==> src/rtl/client_inj_arb.sv <==
// Packet-level round-robin arbiter that shares one client injection channel
// between N_REQ requesters. The grant is held for a whole packet, and the output is a registered stage that honours backpressure.
module client_inj_arb #(
  parameter int N_REQ = 2,
  parameter int D_W   = 32,
  parameter int A_W   = $clog2(N_REQ) + 1,
  parameter int CNT_W = 16
) (
  input  logic                         clk,
  input  logic                         rst,
  input  logic                         ce,
  input  logic [N_REQ*(A_W+D_W)-1:0]   s_wdata,
  input  logic [N_REQ-1:0]             s_wvalid,
  output logic [N_REQ-1:0]             s_wready,
  input  logic [N_REQ-1:0]             s_wlast,
  output logic [A_W+D_W-1:0]           m_axis_c_wdata,
  output logic                         m_axis_c_wvalid,
  input  logic                         m_axis_c_wready,
  output logic                         m_axis_c_wlast,
  output logic [N_REQ-1:0]             grant,
  output logic [CNT_W-1:0]             pkt_cnt
);

  localparam int BW = A_W + D_W;
  localparam int PW = (N_REQ > 1) ? $clog2(N_REQ) : 1;

  typedef enum logic {IDLE, LOCK} state_t;

  state_t          state;
  logic [PW-1:0]   rr_ptr;
  logic [PW-1:0]   owner;
  logic [PW-1:0]   pick_idx;
  logic [PW-1:0]   cand;
  logic            pick_found;
  logic            load_en;
  logic            in_xfer;
  logic            last_in;
  logic [BW-1:0]   owner_data;

  assign load_en    = ~m_axis_c_wvalid | m_axis_c_wready;
  assign s_wready   = (state == LOCK && ce && load_en) ? grant : '0;
  assign in_xfer    = |(s_wready & s_wvalid);
  assign owner_data = s_wdata[owner*BW +: BW];
  assign last_in    = s_wlast[owner];

  // Circular search starting one past the last packet's owner.
  always_comb begin
    pick_found = 1'b0;
    pick_idx   = '0;
    cand       = '0;
    for (int unsigned k = 1; k <= N_REQ; k++) begin
      cand = PW'((32'(rr_ptr) + k) % N_REQ);
      if (!pick_found && s_wvalid[cand]) begin
        pick_found = 1'b1;
        pick_idx   = cand;
      end
    end
  end

  always_ff @(posedge clk) begin
    if (rst) begin
      state           <= IDLE;
      rr_ptr          <= PW'(N_REQ - 1);
      owner           <= '0;
      grant           <= '0;
      pkt_cnt         <= '0;
      m_axis_c_wvalid <= 1'b0;
      m_axis_c_wdata  <= '0;
      m_axis_c_wlast  <= 1'b0;
    end else begin
      if (m_axis_c_wvalid && m_axis_c_wready && m_axis_c_wlast)
        pkt_cnt <= pkt_cnt + CNT_W'(1);

      // The stage drains even while ce is low, because in_xfer is then zero.
      if (load_en) begin
        m_axis_c_wvalid <= in_xfer;
        if (in_xfer) begin
          m_axis_c_wdata <= owner_data;
          m_axis_c_wlast <= last_in;
        end
      end

      case (state)
        IDLE: begin
          if (ce && pick_found) begin
            grant <= N_REQ'(1) << pick_idx;
            owner <= pick_idx;
            state <= LOCK;
          end
        end
        LOCK: begin
          if (in_xfer && last_in) begin
            state  <= IDLE;
            rr_ptr <= owner;
            grant  <= '0;
          end
        end
        default: state <= IDLE;
      endcase
    end
  end

endmodule

==> config.mk <==
export PLATFORM = sky130hd
export DESIGN_NAME = client_inj_arb
export DESIGN_NICKNAME = d
export VERILOG_FILES = /design/src/rtl/client_inj_arb.sv
export SDC_FILE = /design/constraint.sdc
export NUM_CORES = 1
export LEC_CHECK = 0
export ABC_CLOCK_PERIOD_IN_PS = 1600
export BUFFER_PORTS_ARGS = -buffer_cell sky130_fd_sc_hd__buf_2
export CORE_MARGIN = 5
export CORE_UTILIZATION = 30
export DETAILED_ROUTE_END_ITERATION = 10
export HOLD_SLACK_MARGIN = 0.08
export PLACE_DENSITY = 0.64
export SLEW_MARGIN = 20
export SYNTH_ARGS = -nofsm -noshare
export SYNTH_HDL_FRONTEND = slang
export SYNTH_SLANG_ARGS = --single-unit
export TNS_END_PERCENT = 20
==> constraint.sdc <==
create_clock -name clk -period 1.6 [get_ports clk]
set_clock_uncertainty 0.1 [all_clocks]
set_input_delay 0 -clock clk [delete_from_list [all_inputs] [get_ports clk]]
set_output_delay 0 -clock clk [all_outputs]
set_load 0.005 [all_outputs]
# Word level (Yosys, flattened, before mapping)

Cells that the tools add are included.

Add/sub/neg operators: 3
Multipliers: 1
Order comparisons: 3
Eq/ne operators: 2
Shifts and indexed selects: 2
Multiplexer cells: 17
Bitwise logic cells: 4
Reduce and logical (&&, ||, !) cells: 13

Operators with widths:

| operator                | number |
|---|---|
| $shiftx A68 B8 Y34      | 1 |
| $add A16 B1 Y16 const B | 1 |
| $mux W1                 | 12 |
| $reduce_and A2 Y1       | 4 |
| $logic_and A1 B1 Y1     | 7 |
| $lt A1 B2 Y1 const B    | 3 |
| $mul A1 B5 Y6 const B   | 1 |
| $mux W2                 | 3 |
| $pmux W2 S2             | 1 |
| $add A1 B1 Y1 const B   | 2 |
| $and A2 B2 Y2           | 1 |
| $ne A2 B1 Y1 const B    | 1 |
| $ne A2 B2 Y1 const B    | 1 |
| $not A1 Y1              | 2 |
| $pmux W1 S2             | 1 |
| $reduce_or A2 Y1        | 1 |
| $shl A1 B1 Y2 const A   | 1 |
| $logic_not A1 Y1        | 1 |
| $or A1 B1 Y1            | 1 |

Bits in registers: 57
Input bits: 76
Output and inout bits: 56
Logic and storage cells: 53

# Depth between registers and ports, before layout

Gate-level depths: netlist of the first run.

Word-level depth: 10
Mapped depth: 6
Mapped depth without buffers: 5

# Worst setup path after synthesis of the first run

No wires, ideal clock.

Kind: reg2reg
From: reg pkt_cnt[0]
To: reg pkt_cnt[12]
Library setup time: 70 ps
Arrival time: 1,443 ps
Data required time: 1,430 ps
Setup slack: -13 ps
Cell stages (with the launch flop): 7
Buffers on the path: 1
Clock period less this slack: 1,613 ps
Cells stage by stage: dfxtp_1 > ha_1 > and4_1 > buf_2 > nand4_1 > or3_1 > a21oi_1

Word-level cells in the longest chain between the ends: 1

Ends and longest elaborated chain:

| item                   | RTL line | RTL |
|---|---|---|
| from (decl)            | 21       | `output logic [CNT_W-1:0] pkt_cnt` |
| from (signal assigned) | 72       | `pkt_cnt <= pkt_cnt + CNT_W'(1);` |
| $add A16 B1 Y16        | 72       |  |

No other way between the ends.
A chain may end at the register's enable or synchronous reset.

# Final worst setup path of the first run

From: reg pkt_cnt[6]
To: reg pkt_cnt[13]

Same word-level chain as after synthesis.

==> out/metrics.csv, run 1 <==
metric,value,unit
power_frac_seq,47.1,%
fin_nets,566,
start_util,30.8,%
cts_root_buf,clkbuf_8,
cts_tree,yes,
routedWlPerCell,14.8,um
p_leak,1.91,nW
final_cell_mix,"131 x buf_2, 75 x dlygate4sd3_1, 51 x dfxtp_1, 47 x nor2_1, 35 x mux2i_1",
syn_area_per_cell,9.45,sq um
final_common_cell,buf_2,
clock-sinks,57,
antenna_found_initial,0,
gr-total-overflow,0,
clk_path_buf_depth,2,
pin_count,132,
hp-start,s_wlast[0],
die_area,10400,sq um
tightest_slew,0.551,ns
core,8220,sq um
powerDensity,697,nW/um^2
clkPwrFrac,38.7,%
syn-num-nets,345,
p_switching,711,uW
place.gp.congestion,0.797,
clk_pin_slew_worst_paths,0.07,ns
fmax,658,MHz
finalSetupTns,0,ns
critPathKind,flip-flop to flip-flop,
cp_data_required_time,1.72,ns
num_vias,2840,
r2r-start,pkt_cnt[6]$_SDFFE_PP0P_,
ir_drop,0.000338,V
syn_to_final_growth,75.0,%
synth_cell_types,36,
insertion_delay,0.33,ns
fin_ws,0.0806,ns
wl,8.81,mm
min_period_over_period,95.0,%
total_power,3.09,mW
die_w,102,um
grt_pass1_wl,13.2,mm
regToRegEndpoint,pkt_cnt[13]$_SDFFE_PP0P_,
power_frac_comb,14.2,%
netlist_instances,268,
ys_warn_count,0,
whs_endpoint,m_axis_c_wlast$_SDFFE_PP0P_,
num_rows,33,
critPathCaptureType,flip-flop,
instances_no_fill,596,
critPathArrivalTime,1.64,ns
rsz0062_at_grt,true,
drtPass1Iterations,4,
synthFlopType,dfxtp_1,
max-cap-violations,0,
drt-initial-drc-count,50,
die_h,102,um
pre_cts_ws,0.00445,ns
worst_slew_margin_rel,62.8,%
multi_input_area,1320,sq um
grt_pass1_vias,2893,
synthArstFlopShare,0,%
htreeDepth,3,
netSwitchingFraction,23.0,%
cts_buffers,9,
diodes,0,
synth_edf_count,0,
power.internal,2.38,mW
hold_depth,4,
hold_class,input pin to flip-flop,
via_per_inst,4.77,
drc_errors,0,
grt_max_degree,58,
period_needed,1.52,ns
yosysSeqAreaShare,45.0,%
nFillCells,715,
fin_worst_hold_slack,0.292,ns
ys_ff_latch,57,
detail-route-antenna-nets,0,
finalMaxSlewViolations,0,
io_buffers,131,
seq_area,1150,sq um
rr_worst_depth,4,
dp_hpwl,5.05,mm
r2r_slack,0.08,ns
drive_gt1_share,37.1,%
grt.total_usage,16.3,%
syn_area,2530,sq um
cp_max_fo,4,
setup_viol_count_final,0,
outcome,"complete, no violations",
start_kind,flip-flop,
hold_viol,0,
place_inst,501,
-- cells in the mapped netlist, types with 2 or more instances --
| master | n | area share [%] |
|---|---|---|
| or3_1 | 3 | 0.74 |
| nand2_1 | 8 | 1.2 |
| buf_2 | 9 | 1.8 |
| nand4_1 | 6 | 1.5 |
| nor2_1 | 47 | 7.0 |
| nand3_2 | 2 | 0.79 |
| o21ai_0 | 4 | 0.79 |
| nor3_1 | 2 | 0.40 |
| nor2b_1 | 3 | 0.74 |
| and4_1 | 2 | 0.69 |
| dfxtp_1 | 57 | 45 |
| and2_1 | 2 | 0.49 |
| xor2_1 | 5 | 1.7 |
| a21oi_1 | 11 | 2.2 |
| buf_6 | 2 | 0.89 |
| and3_1 | 3 | 0.74 |
| nand2b_1 | 2 | 0.49 |
| a211oi_1 | 34 | 10 |
| clkbuf_1 | 8 | 1.2 |
| xnor2_1 | 4 | 1.4 |
| nand3_1 | 5 | 0.99 |
| mux2i_1 | 35 | 14 |
-- state kept, by name, summed over array words and instances (netlist names) --
name / flops
m_axis_c_wdata: 34
rr_ptr: 1
owner: 1
m_axis_c_wlast: 1
state: 1
grant: 2
pkt_cnt: 16
m_axis_c_wvalid: 1
-- worst max path at each step --
stage / startpoint / to / slack [ns] / cells after the start
floorplan: pkt_cnt[2]$_SDFFE_PP0P_ / pkt_cnt[13]$_SDFFE_PP0P_ / 0.004 / 4
global placement: pkt_cnt[1]$_SDFFE_PP0P_ / pkt_cnt[12]$_SDFFE_PP0P_ / 0.07 / 5
detailed placement: pkt_cnt[1]$_SDFFE_PP0P_ / pkt_cnt[14]$_SDFFE_PP0P_ / 0.004 / 5
CTS: grant[0]$_SDFFE_PP0P_ / m_axis_c_wdata[14]$_SDFFE_PP0P_ / 0.05 / 5
global route: state$_SDFF_PP0_ / m_axis_c_wdata[32]$_SDFFE_PP0P_ / -0.002 / 5
finish: pkt_cnt[6]$_SDFFE_PP0P_ / pkt_cnt[13]$_SDFFE_PP0P_ / 0.08 / 4
-- logic make-up (layout without fill, tap and decap cells) --
kind of cell / count (synthesis) / after routing / share of synthesized area, %
AOI/OAI and AO/OA: 54 / 54 / 14.8
adders and majority gates: 1 / 1 / 0.494
and+or+nand+nor: 90 / 90 / 17.9
muxes: 37 / 37 / 14.7
DFF: 57 / 57 / 45.0
buffers and inverters: 20 / 243 / 4.00
xor gates and xnor gates: 9 / 9 / 3.11
-- final cells by class --
type | count | area share, %
clock buffers | 13 | 3.81
inverters | 1 | 0.0847
well taps | 105 | 2.96
repair buffers | 229 | 37.5
flip-flops and latches | 57 | 25.9
multi-input cells | 191 | 29.7
-- critical path, stage by stage (launching register included) --
cell     delay, ns
dfxtp_1       0.37
nand4_1       0.20
nor4b_4       0.28
nand4_1       0.13
mux2_1        0.32
-- power groups by stage --
stage	logic (mW)	registers, mW	clock network [mW]
final	0.438	1.45	1.20
after global routing	0.481	1.46	1.30
after CTS	0.415	1.45	1.23
after floorplan	0.133	1.48	0
after global placement	0.268	1.48	0
after detailed placement	0.276	1.48	0
-- what timing repair did --
item / 4_1_cts / 5_1_grt
cloned: 0 / 4
pin swaps: 1 / 3
gates resized for setup: 0 / 10
endpoints found under the setup margin: 1 / 31
buffers inserted: 1 / 2
hold buffers: 75 / 0
endpoints found under the hold margin: 56 / 0
-- through the flow --
step                utilization [%]  cell area, sq um
finish                         54.0              4430
global route                   54.0              4430
CTS                            52.3              4300
detailed placement             41.0              3370
global placement               41.0              3370
floorplan                         -              2530
-- layer usage --
layer	global-route usage (%)	up-vias	part of all wire, %
li1	-	1410	-
met3	3.28	29	4.9
met4	10.1	0	3.7
met2	29.2	109	51
met5	0	-	0
met1	17.5	1292	40
Note: power is estimated with default switching activity, not from simulation.
==> run 2: changes to the inputs <==
--- a/config.mk
+++ b/config.mk
@@ -11,7 +11,6 @@
 export CORE_UTILIZATION = 30
 export DETAILED_ROUTE_END_ITERATION = 10
 export HOLD_SLACK_MARGIN = 0.08
-export PLACE_DENSITY = 0.64
 export SLEW_MARGIN = 20
 export SYNTH_ARGS = -nofsm -noshare
 export SYNTH_HDL_FRONTEND = slang
==> run 2 against run 1 <==
  * Setup slack worse by 0.0060 ns
  * Combinational power is 3% lower
  * Count of clock-buffer cells in the layout is 2 lower
  * Largest cell class unchanged
  * Wire length is 7.6% lower
  * Sequential power hardly changed
==> out/metrics.csv, run 2 (same netlist as run 1, synthesis figures left out) <==
metric,value,unit,change
syn_to_final_growth,73.5,%,was 75.0%
cts_tree,yes,,unchanged
total_power,3.40,mW,was 3.09 mW
clk_pin_slew_worst_paths,0.06,ns,was 0.07 ns
final_cell_mix,"131 x buf_2, 75 x dlygate4sd3_1, 52 x dfxtp_1, 47 x nor2_1, 35 x mux2i_1",,"was 131 x buf_2, 75 x dlygate4sd3_1, 51 x dfxtp_1, 47 x nor2_1, 35 x mux2i_1"
tightest_slew,0.485,ns,was 0.551 ns
pin_count,132,,unchanged
powerDensity,772,nW/um^2,was 697 nW/um^2
critPathCaptureType,flip-flop,,unchanged
fmax,656,MHz,was 658 MHz
pre_cts_ws,0.0100,ns,was 0.00445 ns
routedWlPerCell,13.7,um,was 14.8 um
critPathKind,input pin to flip-flop,,was flip-flop to flip-flop
die_area,10400,sq um,unchanged
fin_worst_hold_slack,0.236,ns,was 0.292 ns
cts_root_buf,clkbuf_8,,unchanged
hp-start,s_wlast[0],,unchanged
drtPass1Iterations,4,,unchanged
drive_gt1_share,36.8,%,was 37.1%
rsz0062_at_grt,true,,unchanged
grt_pass1_vias,2755,,was 2893
final_common_cell,buf_2,,unchanged
diodes,0,,unchanged
wl,8.13,mm,was 8.81 mm
netSwitchingFraction,21.7,%,was 23.0%
r2r-start,pkt_cnt[0]$_SDFFE_PP0P_,,was pkt_cnt[6]$_SDFFE_PP0P_
finalMaxSlewViolations,0,,unchanged
clock-sinks,57,,unchanged
grt_max_degree,49,,was 58
ir_drop,0.000489,V,was 0.000338 V
fin_ws,0.0745,ns,was 0.0806 ns
cp_max_fo,4,,unchanged
largest_reg_flops,34,,unchanged
max-cap-violations,0,,unchanged
via_per_inst,4.59,,was 4.77
dp_hpwl,5.11,mm,was 5.05 mm
power_frac_comb,12.5,%,was 14.2%
p_leak,1.90,nW,was 1.91 nW
power.internal,2.66,mW,was 2.38 mW
clk_path_buf_depth,2,,unchanged
cp_data_required_time,1.71,ns,was 1.72 ns
cp-startpoint,s_wvalid[1],,was pkt_cnt[6]$_SDFFE_PP0P_
clkPwrFrac,44.8,%,was 38.7%
power_frac_seq,42.8,%,was 47.1%
num_rows,33,,unchanged
period_needed,1.53,ns,was 1.52 ns
reg.largest.list,"m_axis_c_wdata: 34 flops, pkt_cnt: 16 flops, grant: 2 flops",,unchanged
place.gp.congestion,0.812,,was 0.797
num_vias,2727,,was 2840
start_kind,input pin,,was flip-flop
hold_class,input pin to flip-flop,,unchanged
grt_pass1_wl,12.9,mm,was 13.2 mm
gr-total-overflow,0,,unchanged
cts_buffers,9,,unchanged
hold_viol,0,,unchanged
drc_errors,0,,unchanged
antenna_found_initial,0,,unchanged
setup_viol_count_final,0,,unchanged
fin_nets,561,,was 566
worst_slew_margin_rel,67.3,%,was 62.8%
io_buffers,131,,unchanged
r2r_slack,0.08,ns,about the same
place_inst,501,,unchanged
insertion_delay,0.33,ns,about the same
start_util,30.8,%,unchanged
drt-initial-drc-count,48,,was 50
top_register,m_axis_c_wdata,,unchanged
utilization,53.5,%,was 54.0%
p_switching,737,uW,was 711 uW
min_period_over_period,95.3,%,was 95.0%
die_h,102,um,unchanged
core,8220,sq um,unchanged
instances_no_fill,594,,was 596
htreeDepth,3,,unchanged
detail-route-antenna-nets,0,,unchanged
critPathArrivalTime,1.64,ns,about the same
outcome,"complete, no violations",,unchanged
grt.total_usage,16.0,%,was 16.3%
die_w,102,um,unchanged
[run 2: power groups by stage]
stage | logic, mW | registers [mW] | clock network (mW)
after global routing | 0.464 | 1.45 | 1.63
after detailed placement | 0.275 | 1.49 | 0
final | 0.423 | 1.45 | 1.52
after floorplan | 0.133 | 1.48 | 0
after global placement | 0.269 | 1.48 | 0
after CTS | 0.415 | 1.45 | 1.58
[run 2: through the flow]
step	area [sq um]	TNS [ns]
2_1_floorplan	2530	0
3_3_place_gp	3370	0
3_5_place_dp	3370	0
4_1_cts	4350	0
5_1_grt	4400	-0.0971
6_report	4400	0
[run 2: final cells by class]
cell class / count / area (sq um)
Clock buffer: 11 / 151
Clock inverter: 5 / 77.6
Fill cell: 735 / 3820
Inverter: 1 / 3.75
Multi-Input combinational cell: 191 / 1310
Sequential cell: 57 / 1150
Tap cell: 105 / 131
Timing Repair Buffer: 224 / 1570
[run 2: layer usage]
layer  routed length (um)  part of all wire [%]  up-vias  track usage [%]
met5                    0                     0        -                0
met4                  273                   3.4        0             7.37
met3                  559                   6.9       23             5.73
met2                 4260                    52       96             28.8
met1                 3040                    37     1209             16.5
li1                     -                     -     1399                -
[run 2: path summary, 6_finish.rpt]
| check | endpoint | cells after the start |
|---|---|---|
| worst max-delay path | rr_ptr$_SDFFE_PP1P_ | 6 |
| worst min-delay path | m_axis_c_wlast$_SDFFE_PP0P_ | 4 |
| worst max register to register | pkt_cnt[12]$_SDFFE_PP0P_ | 5 |
| worst min register to register | grant[0]$_SDFFE_PP0P_ | 2 |
[run 2: worst max-delay path: stages]
cell	delay, ns
dlygate4sd3_1	0.54
buf_2	0.14
a22o_1	0.26
and3b_2	0.25
and3_1	0.19
a211o_1	0.26
[run 2: timing repair]
| item | in CTS | in global routing |
|---|---|---|
| hold buffers | 75 | 0 |
| buffers inserted | 0 | 2 |
| gates resized for setup | 0 | 9 |
| pin swaps | 1 | 1 |
| endpoints found under the hold margin | 52 | 0 |
| endpoints found under the setup margin | 1 | 8 |
==> run 3: changes to the inputs <==
==> constraint.sdc (replaced) <==
create_clock -name clk -period 1.6 [get_ports clk]
set_clock_uncertainty 0.1 [all_clocks]
set_input_delay 0 -clock clk [delete_from_list [all_inputs] [get_ports clk]]
set_output_delay 0 -clock clk [all_outputs]
set_load 0.1 [all_outputs]
==> run 3 against run 2 <==
  * Sequential power is essentially flat
  * Design area grew 1.2%
  * Setup slack better by 0.0039 ns
  * Largest cell class unchanged
  * Sequential cell count did not move
  * Power shrank 3.3%
  * Global-route usage is 0.41 points higher
==> out/metrics.csv, run 3 (same netlist as run 1, synthesis figures left out) <==
metric,value,unit,change
outcome,"complete, no violations",,unchanged
cts_tree,yes,,unchanged
clk_pin_slew_worst_paths,0.07,ns,was 0.06 ns
cts_buffers,9,,unchanged
reg.largest.list,"m_axis_c_wdata: 34 flops, pkt_cnt: 16 flops, grant: 2 flops",,unchanged
detail-route-antenna-nets,0,,unchanged
drt-initial-drc-count,56,,was 48
core,8220,sq um,unchanged
routedWlPerCell,15.1,um,was 13.7 um
clock-sinks,57,,unchanged
pin_count,132,,unchanged
wl,8.85,mm,was 8.13 mm
period_needed,1.52,ns,was 1.53 ns
diodes,0,,unchanged
via_per_inst,4.76,,was 4.59
drc_errors,0,,unchanged
die_h,102,um,unchanged
place_inst,496,,was 501
start_kind,flip-flop,,was input pin
hold_class,input pin to flip-flop,,unchanged
seq_area,1200,sq um,was 1150 sq um
num_vias,2796,,was 2727
rr_worst_depth,4,,was 5
whs_endpoint,state$_SDFF_PP0_,,was m_axis_c_wlast$_SDFFE_PP0P_
grt_pass1_wl,13.1,mm,was 12.9 mm
top_register,m_axis_c_wdata,,unchanged
r2r-start,pkt_cnt[3]$_SDFFE_PP0P_,,was pkt_cnt[0]$_SDFFE_PP0P_
ir_drop,0.000354,V,was 0.000489 V
power_frac_comb,17.4,%,was 12.5%
final_common_cell,buf_2,,unchanged
rsz0062_at_grt,true,,unchanged
cp-startpoint,pkt_cnt[3]$_SDFFE_PP0P_,,was s_wvalid[1]
tightest_slew,0.525,ns,was 0.485 ns
grt_max_degree,69,,was 49
fmax,657,MHz,was 656 MHz
worst_slew_margin_rel,64.6,%,was 67.3%
largest_reg_flops,34,,unchanged
fin_nets,555,,was 561
regToRegEndpoint,pkt_cnt[13]$_SDFFE_PP0P_,,was pkt_cnt[12]$_SDFFE_PP0P_
clkPwrFrac,39.0,%,was 44.8%
antenna_found_initial,0,,unchanged
cp_data_required_time,1.71,ns,about the same
num_rows,33,,unchanged
place.gp.congestion,0.749,,was 0.812
critPathCaptureType,flip-flop,,unchanged
hold_depth,5,,was 4
critPathArrivalTime,1.63,ns,was 1.64 ns
r2r_slack,0.08,ns,about the same
multi_input_area,1360,sq um,was 1310 sq um
p_switching,931,uW,was 737 uW
post_cts_buffers,0,,unchanged
die_area,10400,sq um,unchanged
netSwitchingFraction,28.4,%,was 21.7%
cp_max_fo,8,,was 4
total_power,3.28,mW,was 3.40 mW
powerDensity,738,nW/um^2,was 772 nW/um^2
clk_path_buf_depth,2,,unchanged
start_util,30.8,%,unchanged
min_period_over_period,95.1,%,was 95.3%
gr-total-overflow,0,,unchanged
insertion_delay,0.33,ns,about the same
power_frac_seq,43.6,%,was 42.8%
instances_no_fill,588,,was 594
max-cap-violations,0,,unchanged
finalMaxSlewViolations,0,,unchanged
nFillCells,759,,was 735
htreeDepth,3,,unchanged
final_cell_mix,"129 x buf_2, 75 x dlygate4sd3_1, 47 x nor2_1, 38 x dfxtp_1, 35 x mux2i_1",,"was 131 x buf_2, 75 x dlygate4sd3_1, 52 x dfxtp_1, 47 x nor2_1, 35 x mux2i_1"
power.internal,2.35,mW,was 2.66 mW
syn_to_final_growth,75.5,%,was 73.5%
grt.total_usage,16.4,%,was 16.0%
die_w,102,um,unchanged
drive_gt1_share,40.0,%,was 36.8%
io_buffers,131,,unchanged
dp_hpwl,5.11,mm,about the same
p_leak,1.88,nW,was 1.90 nW
cts_root_buf,clkbuf_8,,unchanged
hold_viol,0,,unchanged
hp-start,s_wlast[0],,unchanged
drtPass1Iterations,4,,unchanged
grt_pass1_vias,2800,,was 2755
setup_viol_count_final,0,,unchanged
critPathKind,flip-flop to flip-flop,,was input pin to flip-flop
run 3: changes by cell type in the layout (fill, tap and decap cells not counted), moves of 3 or more:
cell / before / now
buf_4: 15 / 9
a211oi_1: 33 / 28
a211oi_2: 1 / 6
dfxtp_1: 52 / 38
inv_4: 0 / 3
dfxtp_4: 1 / 14
run 3: metal layers:
layer  track usage (%)  vias to the layer above  share of wire, %  wire [um]
met4              10.9                        0               4.3        380
met1              17.1                     1278                40       3540
met2              28.8                       97                50       4430
met5                 0                        -                 0          0
met3              4.37                       33               5.6        500
li1                  -                     1388                 -          -
run 3: power groups by stage:
stage,clock network [mW],registers [mW],logic (mW)
finish,1.28,1.43,0.571
floorplan,0,1.59,0.138
CTS,1.33,1.43,0.550
detailed placement,0,1.46,0.410
global route,1.39,1.43,0.609
global placement,0,1.46,0.406
run 3: worst max-delay path, cell delays in order (launching register included):
cell and delay (ns):
dfxtp_4 0.38, nand4_1 0.20, nor4b_4 0.28, nand4_1 0.13
mux2_1 0.32
run 3: area by class of cell:
| type | count | share of cell area, % |
|---|---|---|
| clock buffers | 11 | 3.43 |
| clock inverters | 5 | 0.788 |
| inverters | 1 | 0.0844 |
| multi-input cells | 191 | 30.5 |
| flip-flops and latches | 57 | 27.0 |
| well taps | 105 | 2.95 |
| repair buffers | 218 | 35.3 |
run 3: what timing repair did:
action,CTS,global route
hold buffers,75,0
gates resized for setup,0,9
endpoints found under the hold margin,55,0
endpoints found under the setup margin,0,22
run 3: through the flow:
| stage | area (sq um) | hold WS (ns) | worst slack, ns | setup TNS [ns] | utilization (%) |
|---|---|---|---|---|---|
| after global placement | 3440 | 0.213 | 0.112 | 0 | 41.9 |
| after floorplan | 2620 | 0.0608 | -0.198 | -1.89 | - |
| after global routing | 4450 | 0.289 | 0.00344 | 0 | 54.1 |
| after CTS | 4380 | 0.216 | 0.0302 | 0 | 53.3 |
| after detailed placement | 3440 | 0.213 | 0.0911 | 0 | 41.9 |
| final | 4450 | 0.232 | 0.0785 | 0 | 54.1 |
run 3: worst max-delay path by stage:
stage | to | slack, ns | depth (start not counted)
floorplan | pkt_cnt[12]$_SDFFE_PP0P_ | -0.20 | 6
global placement | pkt_cnt[12]$_SDFFE_PP0P_ | 0.11 | 5
detailed placement | pkt_cnt[13]$_SDFFE_PP0P_ | 0.09 | 4
CTS | s_wready[0] | 0.03 | 4
global route | pkt_cnt[13]$_SDFFE_PP0P_ | 0.003 | 4
finish | pkt_cnt[13]$_SDFFE_PP0P_ | 0.08 | 4
